===== src/rtl/if_resp.sv =====
// Instruction-fetch responder. It issues one registered req/ack read per fetch
// and hands the word to IF/ID. It drops stale data after a flush and returns
// a NOP on a misaligned fetch or a bus timeout.
// Ports:
//   clk, rst            clock, sync active-high reset
//   pc_i, ce_i          fetch address and fetch enable
//   flush_i, stall_i    branch flush and downstream stall
//   mem_req_o/addr_o    read request to instruction memory
//   mem_ack_i/data_i    memory acknowledge and read data
//   inst_o/addr_o/valid instruction bundle to IF/ID
//   busy_o              stall request while a read is outstanding
//   misalign_o, err_o   single-cycle event pulses
module if_resp #(
  parameter int          ADDR_W   = 32,
  parameter int          TIMEOUT  = 16,
  parameter logic [31:0] NOP_INST = 32'h00000013
) (
  input  logic              clk,
  input  logic              rst,
  input  logic [ADDR_W-1:0] pc_i,
  input  logic              ce_i,
  input  logic              flush_i,
  input  logic              stall_i,
  output logic              mem_req_o,
  output logic [ADDR_W-1:0] mem_addr_o,
  input  logic              mem_ack_i,
  input  logic [31:0]       mem_data_i,
  output logic [31:0]       inst_o,
  output logic [ADDR_W-1:0] inst_addr_o,
  output logic              inst_valid_o,
  output logic              busy_o,
  output logic              misalign_o,
  output logic              err_o
);

  localparam int CW = (TIMEOUT > 2) ? $clog2(TIMEOUT) : 1;
  localparam logic [CW-1:0] CMAX = CW'(TIMEOUT - 1);

  typedef enum logic [1:0] {
    S_IDLE,
    S_WAIT,
    S_HOLD
  } state_t;

  state_t            r_state, w_state;
  logic              r_req, w_req;
  logic [ADDR_W-1:0] r_maddr, w_maddr;
  logic [31:0]       r_inst, w_inst;
  logic [ADDR_W-1:0] r_iaddr, w_iaddr;
  logic              r_valid, w_valid;
  logic              r_busy, w_busy;
  logic              r_mis, w_mis;
  logic              r_err, w_err;
  logic              r_drop, w_drop;
  logic [CW-1:0]     r_cnt, w_cnt;
  logic [31:0]       r_skid, w_skid;
  logic              w_hs;

  // An ack only counts while a request is actually on the bus.
  assign w_hs = r_req & mem_ack_i;

  always_comb begin
    w_state = r_state;
    w_req   = r_req;
    w_maddr = r_maddr;
    w_inst  = r_inst;
    w_iaddr = r_iaddr;
    w_valid = r_valid;
    w_busy  = r_busy;
    w_mis   = 1'b0;
    w_err   = 1'b0;
    w_drop  = r_drop;
    w_cnt   = r_cnt;
    w_skid  = r_skid;
    unique case (r_state)
      S_IDLE: begin
        if (flush_i) begin
          w_valid = 1'b0;
        end else if (ce_i && !stall_i) begin
          if (pc_i[1:0] != 2'b00) begin
            w_inst  = NOP_INST;
            w_iaddr = pc_i;
            w_valid = 1'b1;
            w_mis   = 1'b1;
          end else begin
            w_req   = 1'b1;
            w_maddr = pc_i;
            w_busy  = 1'b1;
            w_cnt   = '0;
            w_drop  = 1'b0;
            w_valid = 1'b0;
            w_state = S_WAIT;
          end
        end
      end
      S_WAIT: begin
        // A flush never abandons the bus; it only marks the data stale.
        if (flush_i) begin
          w_drop  = 1'b1;
          w_valid = 1'b0;
        end
        if (w_hs) begin
          w_req = 1'b0;
          if (r_drop || flush_i) begin
            w_busy  = 1'b0;
            w_valid = 1'b0;
            w_state = S_IDLE;
          end else if (!stall_i) begin
            w_inst  = mem_data_i;
            w_iaddr = r_maddr;
            w_valid = 1'b1;
            w_busy  = 1'b0;
            w_state = S_IDLE;
          end else begin
            w_skid  = mem_data_i;
            w_state = S_HOLD;
          end
        end else if (r_cnt == CMAX) begin
          w_req   = 1'b0;
          w_busy  = 1'b0;
          w_err   = 1'b1;
          w_inst  = NOP_INST;
          w_iaddr = r_maddr;
          w_valid = ~(r_drop | flush_i);
          w_state = S_IDLE;
        end else begin
          w_cnt = r_cnt + 1'b1;
        end
      end
      S_HOLD: begin
        if (flush_i) begin
          w_valid = 1'b0;
          w_busy  = 1'b0;
          w_state = S_IDLE;
        end else if (!stall_i) begin
          w_inst  = r_skid;
          w_iaddr = r_maddr;
          w_valid = 1'b1;
          w_busy  = 1'b0;
          w_state = S_IDLE;
        end
      end
      default: begin
        w_state = S_IDLE;
      end
    endcase
  end

  always_ff @(posedge clk) begin
    if (rst) begin
      r_state <= S_IDLE;
      r_req   <= 1'b0;
      r_maddr <= '0;
      r_inst  <= NOP_INST;
      r_iaddr <= '0;
      r_valid <= 1'b0;
      r_busy  <= 1'b0;
      r_mis   <= 1'b0;
      r_err   <= 1'b0;
      r_drop  <= 1'b0;
      r_cnt   <= '0;
      r_skid  <= '0;
    end else begin
      r_state <= w_state;
      r_req   <= w_req;
      r_maddr <= w_maddr;
      r_inst  <= w_inst;
      r_iaddr <= w_iaddr;
      r_valid <= w_valid;
      r_busy  <= w_busy;
      r_mis   <= w_mis;
      r_err   <= w_err;
      r_drop  <= w_drop;
      r_cnt   <= w_cnt;
      r_skid  <= w_skid;
    end
  end

  assign mem_req_o    = r_req;
  assign mem_addr_o   = r_maddr;
  assign inst_o       = r_inst;
  assign inst_addr_o  = r_iaddr;
  assign inst_valid_o = r_valid;
  assign busy_o       = r_busy;
  assign misalign_o   = r_mis;
  assign err_o        = r_err;

endmodule


===== config.mk =====
export PLATFORM = sky130hd
export DESIGN_NAME = if_resp
export DESIGN_NICKNAME = d
export VERILOG_FILES = /design/src/rtl/if_resp.sv
export SDC_FILE = /design/constraint.sdc
export NUM_CORES = 1
export LEC_CHECK = 0
export BUFFER_PORTS_ARGS = -buffer_cell sky130_fd_sc_hd__buf_2
export CAP_MARGIN = 10
export CORE_MARGIN = 4
export CORE_UTILIZATION = 45
export DETAILED_ROUTE_END_ITERATION = 10
export GPL_ROUTABILITY_DRIVEN = 0
export MAX_ROUTING_LAYER = met4
export PLACE_DENSITY = 0.77
export SETUP_SLACK_MARGIN = 0.05
export SLEW_MARGIN = 15
export SYNTH_ARGS = -nofsm -noshare
export SYNTH_HDL_FRONTEND = slang
export SYNTH_SLANG_ARGS = --single-unit

===== constraint.sdc =====
create_clock -name clk -period 5.5 [get_ports clk]
set_input_delay 0.275 -clock clk [delete_from_list [all_inputs] [get_ports clk]]
set_output_delay 0.275 -clock clk [all_outputs]
set_load 0.05 [all_outputs]

; Yosys cells after proc, flatten, opt, wreduce, memory -nomap -nowiden
; Index checks and enable logic that the tools add are counted.
[totals]
in_bits = 70
output_inout_bits = 101
wordCells = 121
ff_bits = 140
[classes]
eq_ne = 17
mux = 63
add_sub_neg = 1
bitwise_logic = 9
reduce_logical = 19
[op_table]
columns = cell, count
row1 = $mux W32, 17
row2 = $pmux W32 S3, 2
row3 = $mux W1, 24
row4 = $mux W4, 5
row5 = $reduce_and A5 Y1, 4
row6 = $mux W2, 9
row7 = $ne A2 B2 Y1 const B, 9
row8 = $ne A3 B3 Y1 const B, 5
row9 = $reduce_and A9 Y1, 1
row10 = $pmux W4 S2, 1
row11 = $reduce_and A4 Y1, 2
row12 = $not A1 Y1, 7
row13 = $reduce_and A7 Y1, 1
row14 = $pmux W1 S3, 2
row15 = $pmux W2 S3, 1
row16 = $reduce_and A6 Y1, 1
row17 = $add A4 B1 Y4 const B, 1
row18 = $eq A4 B4 Y1 const B, 1
row19 = $pmux W1 S2, 2
row20 = $reduce_bool A2 Y1, 2
row21 = $reduce_or A4 Y1, 1
row22 = $reduce_and A3 Y1, 1
row23 = $reduce_bool A3 Y1, 1
row24 = $reduce_or A3 Y1, 1
row25 = other kinds (8), 8

; Depth between registers and ports, before layout
; Gate-level depths: netlist of the first run.
[logic_depth]
word_depth = 5
mapped_depth = 9
mapped_depth_nobuf = 6

; Worst setup path before layout of the first run
; Ideal clock, no wire load.
[synth_path]
path_kind = flip-flop to flip-flop
from = register r_req (netlist: mem_req_o)
to = register r_state[1]
synth_period_minus_slack_ns = 2.020
path_stages_with_launch = 6
path_slack_ns = 3.480
path_buffers = 1
setup_time_ns = 0.070
required_ns = 5.430
t_arrival_ns = 1.950
path_cell_list = dfxtp_1 -> nand3_1 -> or3_1 -> clkbuf_1 -> or3_1 -> a21oi_1
[synth_between]
elab_chain_len = 3
word_cells_on_any_way = 5
classes_between = eq/ne (1) / mux (2) / bitwise (1) / reduce/logical (1)
[synth_rtl]
columns = item, line_no
row1 = "start, declared", 46  ; logic r_req, w_req;
row2 = "start signal, assigned", 165  ; r_req <= w_req;
row3 = $and A1 B1 Y1 (*), 60  ; assign w_hs = r_req & mem_ack_i;
row4 = $ne A3 B3 Y1 (no line) / $mux W2 (equally long branches), --
row5 = $reduce_and A5 Y1 (no line) / $pmux W2 S3 (equally long branches), --
row6 = "end signal, assigned", 164  ; r_state <= w_state;
row7 = "end, declared", 45  ; state_t r_state, w_state;
; Mark *: on every way between the ends. The rest lies on a longest branch, timed or not.
; A chain may end at the register's enable or synchronous reset.

; Worst setup path in the final report of the first run
[layout_path]
from = register r_state[1]
to = register r_inst[7] (netlist: inst_o[7])
[layout_between]
elab_chain_len = 3
word_cells_on_any_way = 14
classes_between = eq/ne (10) / mux (1) / reduce/logical (3)
[layout_rtl]
columns = item, line_no
row1 = "$eq A2 B1 Y1, or another cell as far along", 75  ; unique case (r_state)
row2 = "$ne A3 B3 Y1 (no line), or another cell as far along", --
row3 = $reduce_and A9 Y1 (no line), --
row4 = "end signal, assigned", 167  ; r_inst <= w_inst;
row5 = "end, declared", 48  ; logic [31:0] r_inst, w_inst;
; Several ways; a longest one is shown, not always the timed one.

==> results.md, run 1 <==
- Outcome: finished clean
- First-pass GRT wire length: 29300 um
- DR vias: 6123
- Combinational power share: 21.5%
- Worst rel slew slack: 26.3%
- Crit-path max FO: 37
- PortBufs: 170
- CTS max path bufs: 2
- Register area share after synthesis: 43.0%
- Clk pwr share: 39.8%
- Htree depth: 4
- Critical path launch point type: register
- Async SR Flop Fraction: 0%
- Final Skew: 0.0114 ns
- Reg power frac: 38.7%
- Peak VDD IR: 221 uV
- IO Pins: 171
- Crit path kind: register to register
- Post-synth top area cell: dfxtp_1
- Clk root buf: clkbuf_16
- Area Overhead vs Synth: 22.4%
- Dpl ws: 2.23 ns
- Final worst slack: 2.24 ns
- CTS Buf Count: 17
- Skew-Pair Late Insertion Delay: 0.42 ns
- EDFF count, synth: 0
- Setup violations, final: 0
- TritonCTS clock tree: yes
- CTS sink cnt: 140
- Leakage: 3.49 nW
- Min Hold Slack: 0.100 ns
- Fmax: 0.307 GHz
- Final HPWL DP: 11700 um
- Fin. max-slew vios: 0
- Synthesized Nets: 823
- Die area: 0.0165 mm2
- Syn avg cell area: 8.70 um2
- All-Layer GR Usage: 22.7%
- Least-Margin Pin Slew: 1.10 ns
- Share of cells above drive strength 1: 28.4%
- Row count: 43
- Yosys warning total: 0
- Crit path capture type: register
- Main area contributors after synthesis: dfxtp_1 43%, nand2_1 11%, o41ai_2 7.5%
- Power Internal: 1.96 mW
- Post-CTS setup buffer count: 0
- Reg2reg setup slack: 2.24 ns
- Post-DRT Antenna Nets: 0
- Clock Pin Slew Worst Setup and Hold Paths: 0.06 ns
- Nets: 952
- Die Wd: 128 um
- Crit share post-route: 59.2%
- WP data arrival: 3.52 ns
- Switching power: 0.881 mW
- Hold Buf Count CTS: 0
- Unrepaired setup endpoints after global routing: no
- Core ar.: 0.0140 mm2
- Post-cts gate resize count: 0
- Synth Flop Type: dfxtp_1
- Synth cell types: 52
- Synth Instances: 749
- Largest net degree at the start of global routing: 58
- WL final: 18200 um
- DIE HEIGHT: 128 um
- Post-synthesis register bit count: 140
- TNS Setup: 0 ns
- Initial drt markers: 648
- # Max-Cap Violations: 0
- Number of vias per cell: 5.71
- Initial antenna violation count: 1
- Total gr overflow: 0
- DRC Markers: 0
- Mapped Area: 0.00652 mm2
- First-pass iteration count of the detailed router: 5
- Number of global-route vias before repair: 5735
- Starting Density: 46.4%
- DR WL/cell: 17.0 um
- Yosys top cell area share: 43.0%
- Final Hold Fails: 0
- Total Power: 2.84 mW
- Minimum clock period: 3.26 ns
- Power density over the cells: 356 mW/mm2
- Switching portion of total power: 31.1%
- HP Class: input pin to register
- Data required, critical path: 5.76 ns
==> cell usage in the layout, fill, tap and decap left out, types with 8 or more instances in the layout <==
cell type  netlist  layout
a21oi_1         67      67
a221oi_1        32      32
a22o_1          29      29
and3_1           8       8
buf_2            7     169
buf_4            1      13
clkbuf_16        0      17
dfxtp_1        140     140
mux2i_1         34      34
nand2_1        189     189
nor2_1          43      42
o211ai_1        33      33
o21ai_0         10      10
o41ai_2         30      30
==> critical path, cell delays in order, from the launching register on <==
cell	delay (ns)
dfxtp_1	0.35
inv_1	0.07
ha_1	0.27
buf_4	0.38
a2bb2oi_1	0.29
o221ai_4	0.43
or3_2	1.03
mux2i_1	0.24
==> power groups by stage <==
stage / combinational [mW] / clock [mW] / sequential, mW
floorplan: 0.333 / 0 / 1.25
global placement: 0.608 / 0 / 1.12
detailed placement: 0.612 / 0 / 1.12
CTS: 0.612 / 1.15 / 1.10
global route: 0.655 / 1.19 / 1.10
finish: 0.610 / 1.13 / 1.10
==> layout make-up <==
cell class                      count  area [um2]
Antenna cell                        1        2.50
Clock buffer                       25         505
Clock inverter                      7        85.1
Fill cell                        1263        6070
Inverter                            9        33.8
Multi-Input combinational cell    528        3380
Sequential cell                   140        2800
Tap cell                          180         225
Timing Repair Buffer              182         943
==> state kept, by name, indices dropped and copies added, names as in the netlist <==
name	flops
inst_addr_o	32
inst_o	32
mem_addr_o	32
r_skid	32
r_cnt	4
r_state	2
busy_o	1
err_o	1
inst_valid_o	1
mem_req_o	1
misalign_o	1
r_drop	1
==> synthesized netlist by cell type, types with 2 or more instances <==
library cell and number:
o41ai_2 30, nor2_1 43, ha_1 4, and3_1 8, a221oi_1 32, nand2_1 189
buf_1 4, o211ai_1 33, nor3_1 2, nand3_1 4, o31a_1 2, buf_2 7
a21boi_0 3, o21ai_0 10, o31ai_1 2, inv_1 8, mux2i_1 34, dfxtp_1 140
nand2b_1 3, buf_6 6, or3_1 5, nor2b_1 2, or2_2 2, clkbuf_1 54
a21oi_1 67, a22o_1 29
==> path summary, 6_finish.rpt <==
kind | start | endpoint | cells past startpoint
setup / recovery | r_state[1] | inst_o[7] | 7
hold reg to reg | r_skid[4] | r_skid[4] | 2
setup reg to reg | r_state[1] | inst_o[7] | 7
hold / removal | pc_i[13] | mem_addr_o[13] | 3
==> per-stage QoR <==
step                cells  util [%]  area (um2)
finish               1072      56.8        7980
global route         1072      56.8        7980
CTS                  1071      56.8        7970
detailed placement   1039      52.6        7380
global placement     1039      52.6        7380
floorplan             749         -        6520
==> routing by layer <==
layer,GRT usage [%],share of wire [%],up-vias
li1,-,-,2957
met1,29.2,44,2899
met2,34.8,47,231
met3,5.31,6.7,36
met4,8.43,2.1,0
met5,-,0,-
==> cell families after synthesis <==
| kind of cell | synth area share (%) |
|---|---|
| compound gates | 28.8 |
| fa+ha+maj | 0.768 |
| buf+inv | 5.55 |
| flops | 43.0 |
| mux | 5.22 |
| simple gates | 16.6 |
Note: power is estimated with default switching activity, not from simulation.
==> inputs of run 2 (changes only) <==
clock period = 3.2 ns   (was 5.5 ns; I/O delays follow)
==> results.md, run 2 (synthesis results as in run 1) <==
- Setup violations, final: 0
- Crit path kind: register to register
- Number of global-route vias before repair: 6115
- Core ar.: 0.0140 mm2
- TritonCTS clock tree: yes
- Area Overhead vs Synth: 30.5%
- Dpl ws: 0.456 ns
- Final HPWL DP: 12100 um
- Post-DRT Antenna Nets: 0
- Leakage: 3.72 nW
- Critical path launch point type: register
- Power density over the cells: 587 mW/mm2
- DR vias: 6524
- Final worst slack: 0.435 ns
- Row count: 43
- Delay-heaviest family, CP: simple AND/OR/NAND/NOR gates
- Outcome: finished clean
- DR WL/cell: 17.6 um
- HP Class: input pin to register
- Worst r2r src: r_state[0]
- WP data arrival: 3.02 ns
- Crit share post-route: 86.4%
- Min Hold Slack: 0.00202 ns
- Critical path's slowest cell: or3_2
- Fmax: 0.362 GHz
- Crit-path max FO: 32
- WL final: 19700 um
- Skew-Pair Late Insertion Delay: 0.42 ns
- Die Wd: 128 um
- Die area: 0.0165 mm2
- PortBufs: 170
- All-Layer GR Usage: 24.1%
- Unrepaired setup endpoints after global routing: no
- Number of vias per cell: 5.80
- CTS Buf Count: 17
- Area after DPL: 0.00740 mm2
- Largest net degree at the start of global routing: 68
- Starting Density: 46.4%
- Worst rel slew slack: 21.2%
- IO Pins: 171
- Worst reg2reg path depth: 6
- Initial antenna violation count: 1
- Initial drt markers: 618
- Peak VDD IR: 395 uV
- Final Skew: 0.00934 ns
- First-pass GRT wire length: 31100 um
- Fin util: 60.6%
- Worst hold start: mem_data_i[8]
- TNS Setup: 0 ns
- DRC Markers: 0
- Reg2reg end: inst_o[16]
- # Max-Cap Violations: 0
- Data required, critical path: 3.46 ns
- Minimum clock period: 2.76 ns
- First-pass iteration count of the detailed router: 5
- Post-cts gate resize count: 0
- Crit path capture type: register
- Reg2reg setup slack: 0.44 ns
- Most common cell after layout, fill and taps aside: nand2_1
- Htree depth: 4
- Final Hold Fails: 0
- CP Cell Sequence: inv_1 -> ha_1 -> a2bb2oi_1 -> o221ai_4 -> or3_2 -> mux2i_1
- Worst Hold Depth: 3
- Most frequent cells in the layout: 189 x nand2_1, 169 x buf_2, 140 x dfxtp_1
- Clk root buf: clkbuf_16
- Fin. max-slew vios: 0
- CTS sink cnt: 140
- Share of cells above drive strength 1: 27.1%
- Nets: 1005
- End of the worst hold path: r_skid[8]
- Post-route cell area: 0.00851 mm2
- CTS max path bufs: 2
- DIE HEIGHT: 128 um
- Clock Pin Slew Worst Setup and Hold Paths: 0.05 ns
- Total gr overflow: 0
- CP bufs+invs: 1
- Least-Margin Pin Slew: 1.18 ns
- Max incr delay on CP: 0.96 ns
[run 2: routing by layer]
layer / wire length, um / global-route usage [%]
met1: 8440 / 30.5
met2: 9360 / 37.8
met3: 1420 / 4.73
met4: 533 / 9.68
met5: 0 / -
[run 2: cell type report]
class	instances	area [um2]
Antenna cell	1	2.50
Clock buffer	24	512
Clock inverter	7	85.1
Fill cell	1228	5540
Inverter	9	33.8
Multi-Input combinational cell	528	3380
Sequential cell	140	2800
Tap cell	180	225
Timing Repair Buffer	235	1470
[run 2: worst max-delay path by stage]
stage          cells past startpoint  slack [ns]          to       start
6_report                           6        0.44  inst_o[16]  r_state[0]
3_5_place_dp                       6        0.46  inst_o[16]  r_state[0]
4_1_cts                            6        0.43  inst_o[16]  r_state[0]
5_1_grt                            6        0.29  inst_o[25]  r_state[0]
2_1_floorplan                      5        1.18  r_state[1]   mem_req_o
3_3_place_gp                       6        0.56  inst_o[19]  r_state[0]
[run 2: power by group]
part	internal, mW	total (mW)	switching [mW]
registers	1.82	1.89	0.0697
clock network	1.26	1.98	0.723
logic	0.345	1.12	0.779
[run 2: repair_timing]
action | 4_1_cts | 5_1_grt
buffers inserted | 0 | 0
hold buffers | 51 | 0
hold endpoints to repair | 51 | 0
[run 2: metrics by stage]
step / cells / power, mW
after floorplan: 749 / 2.72
after global placement: 1041 / 2.98
after detailed placement: 1041 / 2.98
after CTS: 1123 / 5.00
after global routing: 1124 / 5.16
final: 1124 / 5.00
[run 2: tightest hold or removal path: stages]
cell and delay [ns]:
buf_2 0.11, nand2_1 0.05, a21oi_1 0.05
